## src/rtl/core_mem_arbiter_pkg.sv

```systemverilog
// Shared constants and types for the fetch/data memory-port arbiter.
package core_mem_arbiter_pkg;
  localparam int MEM_ADDR_W_DEF   = 64;
  localparam int MEM_DATA_W_DEF   = 64;
  localparam int STARVE_LIMIT_DEF = 4;
  localparam int STARVE_CNT_W     = 4;

  // Bit positions inside the one-hot pick vector.
  localparam int PICK_I = 0;
  localparam int PICK_D = 1;

  typedef enum logic [1:0] {
    IDLE   = 2'd0,
    IFETCH = 2'd1,
    DATA   = 2'd2
  } owner_e;
endpackage

```

## src/rtl/core_mem_arb_select.sv

```systemverilog
// Priority select between fetch and data; data wins unless fetch has starved.
// Latency: combinational. Backpressure: none here, requesters hold req until gnt.
module core_mem_arb_select
  import core_mem_arbiter_pkg::*;
(
  input  logic       imem_req,
  input  logic       dmem_req,
  input  logic       starve_hit,
  output logic [1:0] pick
);

  always_comb begin
    pick = '0;
    if (dmem_req && !(imem_req && starve_hit)) begin
      pick[PICK_D] = 1'b1;
    end else if (imem_req) begin
      pick[PICK_I] = 1'b1;
    end
  end

endmodule

```

## src/rtl/core_mem_arbiter.sv

```systemverilog
// Shares one memory port between fetch and load/store, locking the bus to the owner until gnt.
// Latency: zero cycles request and response. Backpressure: requester holds req/payload until its gnt.
module core_mem_arbiter
  import core_mem_arbiter_pkg::*;
#(
  parameter int MEM_ADDR_W   = MEM_ADDR_W_DEF,
  parameter int MEM_DATA_W   = MEM_DATA_W_DEF,
  parameter int STARVE_LIMIT = STARVE_LIMIT_DEF
) (
  input  logic                    g_clk,
  input  logic                    g_reset,
  input  logic                    imem_req,
  input  logic [MEM_ADDR_W-1:0]   imem_addr,
  output logic                    imem_gnt,
  output logic                    imem_err,
  output logic [MEM_DATA_W-1:0]   imem_rdata,
  input  logic                    dmem_req,
  input  logic [MEM_ADDR_W-1:0]   dmem_addr,
  input  logic                    dmem_wen,
  input  logic [MEM_DATA_W/8-1:0] dmem_strb,
  input  logic [MEM_DATA_W-1:0]   dmem_wdata,
  output logic                    dmem_gnt,
  output logic                    dmem_err,
  output logic [MEM_DATA_W-1:0]   dmem_rdata,
  output logic                    mem_req,
  output logic [MEM_ADDR_W-1:0]   mem_addr,
  output logic                    mem_wen,
  output logic [MEM_DATA_W/8-1:0] mem_strb,
  output logic [MEM_DATA_W-1:0]   mem_wdata,
  input  logic                    mem_gnt,
  input  logic                    mem_err,
  input  logic [MEM_DATA_W-1:0]   mem_rdata
);

  owner_e                  owner_q, owner_d;
  logic [STARVE_CNT_W-1:0] starve_cnt_q, starve_cnt_d;
  logic [1:0]              pick;
  logic                    starve_hit;
  logic                    sel_i, sel_d;
  logic                    xfer_done;

  assign starve_hit = (starve_cnt_q == STARVE_CNT_W'(STARVE_LIMIT));

  core_mem_arb_select u_select (
    .imem_req   (imem_req),
    .dmem_req   (dmem_req),
    .starve_hit (starve_hit),
    .pick       (pick)
  );

  // Locked owners ignore the other side; dropping req while locked aborts the transfer.
  always_comb begin
    sel_i = 1'b0;
    sel_d = 1'b0;
    case (owner_q)
      IDLE: begin
        sel_i = pick[PICK_I];
        sel_d = pick[PICK_D];
      end
      IFETCH:  sel_i = imem_req;
      DATA:    sel_d = dmem_req;
      default: ;
    endcase
    if (g_reset) begin
      sel_i = 1'b0;
      sel_d = 1'b0;
    end
  end

  always_comb begin
    mem_req   = sel_i | sel_d;
    mem_addr  = '0;
    mem_wen   = 1'b0;
    mem_strb  = '0;
    mem_wdata = '0;
    if (sel_d) begin
      mem_addr  = dmem_addr;
      mem_wen   = dmem_wen;
      mem_strb  = dmem_strb;
      mem_wdata = dmem_wdata;
    end else if (sel_i) begin
      mem_addr  = imem_addr;
    end
  end

  assign xfer_done  = mem_req & mem_gnt;
  assign imem_gnt   = sel_i & mem_gnt;
  assign imem_err   = sel_i & mem_gnt & mem_err;
  assign dmem_gnt   = sel_d & mem_gnt;
  assign dmem_err   = sel_d & mem_gnt & mem_err;
  assign imem_rdata = mem_rdata;
  assign dmem_rdata = mem_rdata;

  always_comb begin
    owner_d      = IDLE;
    starve_cnt_d = starve_cnt_q;
    if (!xfer_done && sel_d) begin
      owner_d = DATA;
    end else if (!xfer_done && sel_i) begin
      owner_d = IFETCH;
    end
    if (xfer_done && sel_d && imem_req && !starve_hit) begin
      starve_cnt_d = starve_cnt_q + 1'b1;
    end else if (xfer_done && sel_i) begin
      starve_cnt_d = '0;
    end
  end

  always_ff @(posedge g_clk) begin
    if (g_reset) begin
      owner_q      <= IDLE;
      starve_cnt_q <= '0;
    end else begin
      owner_q      <= owner_d;
      starve_cnt_q <= starve_cnt_d;
    end
  end

  // A response with no outstanding request means the bus slave is broken.
  mem_gnt_needs_req : assert property (@(posedge g_clk) disable iff (g_reset) mem_gnt |-> mem_req);

endmodule
```

## config.mk

```make
export PLATFORM = sky130hd
export DESIGN_NAME = core_mem_arbiter
export DESIGN_NICKNAME = d
export VERILOG_FILES = /design/src/rtl/core_mem_arbiter_pkg.sv /design/src/rtl/core_mem_arb_select.sv /design/src/rtl/core_mem_arbiter.sv
export SDC_FILE = /design/constraint.sdc
export NUM_CORES = 1
export LEC_CHECK = 0
export BUFFER_PORTS_ARGS = -buffer_cell sky130_fd_sc_hd__buf_2
export CORE_AREA = 4 4 208 210
export DETAILED_ROUTE_END_ITERATION = 6
export DIE_AREA = 0 0 212 214
export RECOVER_POWER = 25
export SYNTH_ARGS = -nofsm -noshare
export SYNTH_HDL_FRONTEND = slang
export SYNTH_SLANG_ARGS = --single-unit
export TNS_END_PERCENT = 1
```

## constraint.sdc

```tcl
create_clock -name g_clk -period 3.79 [get_ports g_clk]
set_clock_uncertainty 0.05 [all_clocks]
set_input_delay 0.5685 -clock g_clk [delete_from_list [all_inputs] [get_ports g_clk]]
set_output_delay 0.5685 -clock g_clk [all_outputs]
set_load 0.02 [all_outputs]
```

==> metrics.yaml, run 1 <==
gp_congestion: 0.8324
tightest_slew_ns: 0.8083
cts_resized: 0
grt-ovfl-total: 0
grt_use_total: 0.09302
fmax_mhz: 321.1
stdcell_count: 1216
fin_nets: 950
fin_ws_ns: 0.6761
synth_area_sq_mm: 0.003367
relSlewSlack: 0.4611
setup_violations: 0
rsz0062_at_grt: "false"
arrival_ns: 2.50
crit_path_max_incr_delay_ns: 0.60
antenna_left: 0
totalPowerFinal_mw: 0.7257
min_path_type: "register to register"
synth_seq_cells: 6
dr.pass1.iters: 4
ctsHoldBuffers: 0
crit_required_ns: 3.17
cts_sinks: 6
final-hold-violation-count: 0
r2r_end: "starve_cnt_q[0]$_SDFFE_PP0P_"
p_leak_nw: 2.183
root_buffer: "clkbuf_16"
tns_ns: 0
yosysSeqAreaShare: 0.03567
die-area_sq_mm: 0.04537
grt_max_degree: 75
dpl.cell_count: 1211
grt_pass1_wl_um: 30690
slew_viol_final: 0
die_h_um: 214
htreeDepth: 1
fp-row-count: 75
hpwl_um: 19230
yosysWarnings: 0
min_path_cells: 2
clkLatencyLatePin_ns: 0.23
seqCellArea_sq_um: 120.1
crit_type: "register to output port"
status: "finished, final reports clean"
holdPathEnd: "starve_cnt_q[3]$_SDFFE_PP0P_"
fin_crit_ns: 3.114
wl_um: 22740
multiInputGateArea_sq_mm: 0.002033
pin_count: 541
io_buffers: 348
max-vdd-ir-drop_mv: 0.09737
start_util: 0.08099
die_w_um: 212
worst-path-max-fanout: 40
drive_above_1_share: 0.5437
synth_top_cell_by_area: "o211ai_1"
yosys-top-cells-area: "o211ai_1 (29%), buf_4 (29%), and2_1 (14%)"
clkSlewWorstSetupHoldPaths_ns: 0.04
cts_inserted_buffers: 3
start_kind: "register"
synth_top_area_share: 0.2876
cellPowerDensity_mw_per_mm2: 152.8
routedWlPerCell_um: 18.70
crit_path_top_delay_cell: "and3b_2"
r2r_cells: 5
ys_types: 30
syn_to_final_growth_pct: 41.03
crit_path_cell_trace: "inv_1 > ha_1 > and3b_2 > buf_4 > o211ai_1 > a21oi_1 > buf_2"
drt_iter0_drc: 267
core_sq_mm: 0.04157
drc: 0
cts_tree: "built"
syn-mean-instance-area_sq_um: 6.707
r2r_slack_ns: 1.93
drv_cap: 0
post-place-ws_ns: 0.9269
grt_pass1_vias: 4424
hold_start: "starve_cnt_q[3]$_SDFFE_PP0P_"
post-route-period-util: 0.8216
rr_startpoint: "starve_cnt_q[0]$_SDFFE_PP0P_"
syn_inst: 502
cts_buffer_depth: 2
antenna_found_initial: 23
vias_per_cell: 3.696
vias: 4494
syn-num-nets: 775
postCtsSetupBuffers: 0
crit_path_end_kind: "output port"
nFillCells: 4871
cells by family (layout without fill, tap and decap cells):
family | Yosys count | in the layout | synth area share
adder cells (fa/ha/maj) | 2 | 2 | 0.007431
flip-flops | 6 | 6 | 0.03568
AND/OR/NAND/NOR | 97 | 97 | 0.1795
buffers and inverters | 191 | 364 | 0.3649
multiplexers | 1 | 1 | 0.002973
other | 0 | 2 | 0
AO/OA/AOI/OAI | 205 | 205 | 0.4095
synth_stat cells, drive strengths merged:
cell type and number:
mux2i 1, nand3 2, and3b 2, nor3 2
o311ai 3, ha 2, buf 147, nand3b 3
or4 1, inv 3, dfxtp 6, nand2 1
and2 73, nand2b 3, and2b 1, a211oi 1
o21ai 2, nor2 4, or3 1, and3 1
clkbuf 41, o211ai 129, a21oi 69, and4b 1
nor2b 2, o32ai 1
per-layer routing:
metal	up-vias	GRT usage	wire [um]
met2	359	0.1826	12150
met3	102	0.04291	2746
li1	2038	-	-
met1	1977	0.08239	6759
met5	-	0	139
met4	18	0.02982	937
through the flow:
step	area, sq um	utilization	hold WS [ns]
final	4748	0.1142	0.4681
after global routing	4743	0.1141	0.5000
after CTS	4743	0.1141	0.4668
after detailed placement	4668	0.1123	0.4618
after global placement	4668	0.1123	0.4464
after floorplan	3367	-	0.4280
final cells by class:
cell class / count / area share
Antenna cell: 2 / 0.001054
Clock buffer: 3 / 0.01581
Inverter: 3 / 0.002372
Multi-Input combinational cell: 305 / 0.4282
Sequential cell: 6 / 0.02530
Tap cell: 539 / 0.1420
Timing Repair Buffer: 358 / 0.3852
state kept, by name, summed over array words and instances (netlist names):
name,cells
owner_q,2
starve_cnt_q,4
placed cells by master, fill, tap and decap left out, types with 3 or more instances in the layout:
cell type,instances
buf_4,9
nor2_1,4
o211ai_1,129
clkbuf_16,3
nand3b_1,3
buf_2,348
and2_1,73
a21oi_1,69
inv_1,3
dfxtp_1,6
o311ai_0,3
power breakdown:
part	switching (mW)	total [mW]	leakage, nW	internal [mW]
combinational	0.295	0.487	2.10	0.191
clock	0.0374	0.173	0.0370	0.136
sequential	0.00128	0.0662	0.0487	0.0649
total	0.334	0.726	2.18	0.392
critical path: cells and delay by family (launching register included):
family / cells / cell delay, ns
buffers and inverters: 3 / 0.80
adder cells (fa/ha/maj): 1 / 0.16
AO/OA/AOI/OAI: 2 / 0.37
AND/OR/NAND/NOR: 1 / 0.60
flip-flops: 1 / 0.33
how the worst max path moves through the flow:
stage / startpoint / endpoint / slack (ns) / cells after the start
CTS: starve_cnt_q[0]$_SDFFE_PP0P_ / mem_wdata[33] / 0.66 / 7
finish: starve_cnt_q[0]$_SDFFE_PP0P_ / mem_addr[22] / 0.68 / 7
floorplan: dmem_req / mem_addr[34] / 1.44 / 5
global route: starve_cnt_q[0]$_SDFFE_PP0P_ / mem_addr[22] / 0.46 / 7
global placement: starve_cnt_q[0]$_SDFFE_PP0P_ / mem_addr[22] / 0.96 / 7
detailed placement: starve_cnt_q[0]$_SDFFE_PP0P_ / mem_wdata[33] / 0.93 / 7
Note: power is estimated with default switching activity, not from simulation.
==> run 2, diff against run 1 <==
- CORE_AREA: 4 4 208 210 -> 4 4 207 209
- DIE_AREA: 0 0 212 214 -> 0 0 211 213
- clock period: 3.79 -> 2.55 ns (I/O delays scaled with it)
==> metrics.yaml, run 2 (synthesis gave the netlist of run 1 again) <==
p_leak_nw: 2.275  # was 2.183 nW
core_sq_mm: 0.04083  # was 0.04157 sq mm
path_buf_inv: 4  # was 3
hpwl_um: 20820  # was 19230 um
pin_count: 541  # unchanged
crit_end: "mem_wdata[4]"  # was mem_addr[22]
gp_congestion: 0.7385  # was 0.8324
grt_use_total: 0.09576  # was 0.09302
routedWlPerCell_um: 20.06  # was 18.70 um
final_common_cell: "buf_2"  # unchanged
start_kind: "register"  # unchanged
arrival_ns: 2.03  # was 2.50 ns
p_switching_mw: 0.5256  # was 0.3340 mW
vias_per_cell: 3.695  # was 3.696
crit_path_top_delay_cell: "dfxtp_1"  # was and3b_2
slew_viol_final: 0  # unchanged
stdcell_count: 1221  # was 1216
p_int_mw: 0.6095  # was 0.3917 mW
final-hold-violation-count: 0  # unchanged
tns_ns: 0  # unchanged
whs_ns: 0.4239  # was 0.4681 ns
largest_register_ff_count: 4  # unchanged
die_h_um: 213  # was 214 um
final_util: 0.1212  # was 0.1142
fmax_mhz: 405.7
io_buffers: 348  # unchanged
start_util: 0.08246  # was 0.08099
cts_sinks: 6  # unchanged
cellPowerDensity_mw_per_mm2: 229.3  # was 152.8 mW/mm^2
antenna_found_initial: 14  # was 23
root_buffer: "clkbuf_16"  # unchanged
totalPowerFinal_mw: 1.135  # was 0.7257 mW
r2r_slack_ns: 0.75  # was 1.93 ns
post-place-ws_ns: 0.2833  # was 0.9269 ns
cts_tree: "built"  # unchanged
top_regs: "starve_cnt_q: 4 flops, owner_q: 2 flops"  # unchanged
grt_pass1_vias: 4396  # was 4424
rr_startpoint: "starve_cnt_q[1]$_SDFFE_PP0P_"  # was starve_cnt_q[0]$_SDFFE_PP0P_
critical_path.top_delay_family: "buffers and inverters"  # unchanged
max-vdd-ir-drop_mv: 0.1422  # was 0.09737 mV
wl_um: 24490  # was 22740 um
clkSlewWorstSetupHoldPaths_ns: 0.04  # about the same
htreeDepth: 1  # unchanged
crit_path_max_incr_delay_ns: 0.37  # was 0.60 ns
dpl.cell_count: 1209  # was 1211
nFillCells: 4771  # was 4871
die_w_um: 211  # was 212 um
grt_pass1_wl_um: 30810  # was 30690 um
p_comb_frac: 0.684  # was 0.670
die-area_sq_mm: 0.04494  # was 0.04537 sq mm
min_path_type: "input pin to register"  # was register to register
r2r_end: "starve_cnt_q[0]$_SDFFE_PP0P_"  # unchanged
cts_buffer_depth: 2  # unchanged
relSlewSlack: 0.6838  # was 0.4611
fin_nets: 958  # was 950
drive_above_1_share: 0.5505  # was 0.5437
dr.pass1.iters: 4  # unchanged
crit_path_end_kind: "output port"  # unchanged
cts_inserted_buffers: 3  # unchanged
drc: 0  # unchanged
fin_ws_ns: 0.08538  # was 0.6761 ns
antenna_left: 0  # unchanged
status: "finished, final reports clean"  # unchanged
clkLatencyLatePin_ns: 0.23  # about the same
ctsHoldBuffers: 0  # unchanged
drv_cap: 0  # unchanged
grt_max_degree: 74  # was 75
post-route-period-util: 0.9665
path_depth: 8  # was 7
syn_to_final_growth_pct: 47.01  # was 41.03%
worst-path-max-fanout: 36  # was 40
finalInstanceArea_sq_mm: 0.004950  # was 0.004748 sq mm
swShare: 0.4630  # was 0.4603
tightest_slew_ns: 0.4743  # was 0.8083 ns
crit_type: "register to output port"  # unchanged
fp-row-count: 74  # was 75
clkPwrFrac: 0.229  # was 0.238
layout_common_cells: "buf_2 (347), o211ai_1 (129), and2_1 (73)"  # was buf_2 (348), o211ai_1 (129), and2_1 (73)
vias: 4511  # was 4494
largest_register: "starve_cnt_q"  # unchanged
r2r_cells: 6  # was 5
setup_violations: 0  # unchanged
drt_iter0_drc: 136  # was 267
seqCellArea_sq_um: 121.4  # was 120.1 sq um
crit_path_cell_trace: "inv_1 > ha_1 > and3b_2 > a211oi_4 > buf_6 > clkbuf_16 > and2_1 > buf_2"  # was inv_1 > ha_1 > and3b_2 > buf_4 > o211ai_1 > a21oi_1 > buf_2
grt-ovfl-total: 0  # unchanged
pwr-share-seq: 0.087  # was 0.091
fin_crit_ns: 2.465
dpl_cell_area_sq_mm: 0.004797  # was 0.004668 sq mm
multiInputGateArea_sq_mm: 0.002043  # was 0.002033 sq mm
crit_required_ns: 2.12  # was 3.17 ns
startpoint: "starve_cnt_q[1]$_SDFFE_PP0P_"  # was starve_cnt_q[0]$_SDFFE_PP0P_
==> run 2: cell types whose count changed in the layout (fill, tap and decap cells not counted), moves of 2 or more <==
cell | previous run | this run
buf_12 | 1 | 8
clkbuf_16 | 3 | 5
diode_2 | 2 | 6
nand2b_2 | 2 | 0
nand2b_4 | 0 | 2
==> run 2: per-layer routing <==
| layer | vias to the layer above | GRT usage | share of wire |
|---|---|---|---|
| met3 | 69 | 0.03409 | 0.11 |
| met5 | - | 0 | 0.0031 |
| li1 | 2057 | - | - |
| met1 | 2001 | 0.07746 | 0.29 |
| met4 | 12 | 0.02750 | 0.029 |
| met2 | 372 | 0.2085 | 0.57 |
==> run 2: worst min-delay path by stage <==
stage	slack, ns	startpoint	cells past startpoint	end
after floorplan	0.43	starve_cnt_q[3]$_SDFFE_PP0P_	2	starve_cnt_q[3]$_SDFFE_PP0P_
after global placement	0.45	starve_cnt_q[3]$_SDFFE_PP0P_	2	starve_cnt_q[3]$_SDFFE_PP0P_
after detailed placement	0.46	starve_cnt_q[3]$_SDFFE_PP0P_	2	starve_cnt_q[3]$_SDFFE_PP0P_
after CTS	0.44	mem_gnt	2	owner_q[1]$_SDFF_PP0_
after global routing	0.46	mem_gnt	2	owner_q[1]$_SDFF_PP0_
final	0.42	mem_gnt	2	owner_q[1]$_SDFF_PP0_
==> run 2: layout make-up <==
class	count	share of cell area
multi-input cells	305	0.4128
diodes	6	0.003033
well taps	532	0.1345
repair buffers	366	0.4077
inverters	3	0.002275
flip-flops and latches	6	0.02452
clock buffers	3	0.01517
==> run 2: power groups by stage <==
stage                     sequential, mW  clock (mW)  combinational, mW
after floorplan                   0.0990           0              0.677
after global placement             0.100           0              0.769
after detailed placement           0.100           0              0.779
after CTS                         0.0988       0.262              0.783
after global routing              0.0991       0.271              0.839
final                             0.0989       0.260              0.776
==> run 2: worst register-to-register path: cells and delay by family (launching register included) <==
family,cells,cell delay [ns]
AO/OA/AOI/OAI,1,0.12
adder cells (fa/ha/maj),1,0.18
flip-flops,1,0.37
AND/OR/NAND/NOR,2,0.77
buffers and inverters,2,0.24
==> run 2: repair_timing <==
action                     in CTS  in global routing
setup buffers                   0                  1
gates resized for setup         0                  2
setup endpoints to repair       0                 74
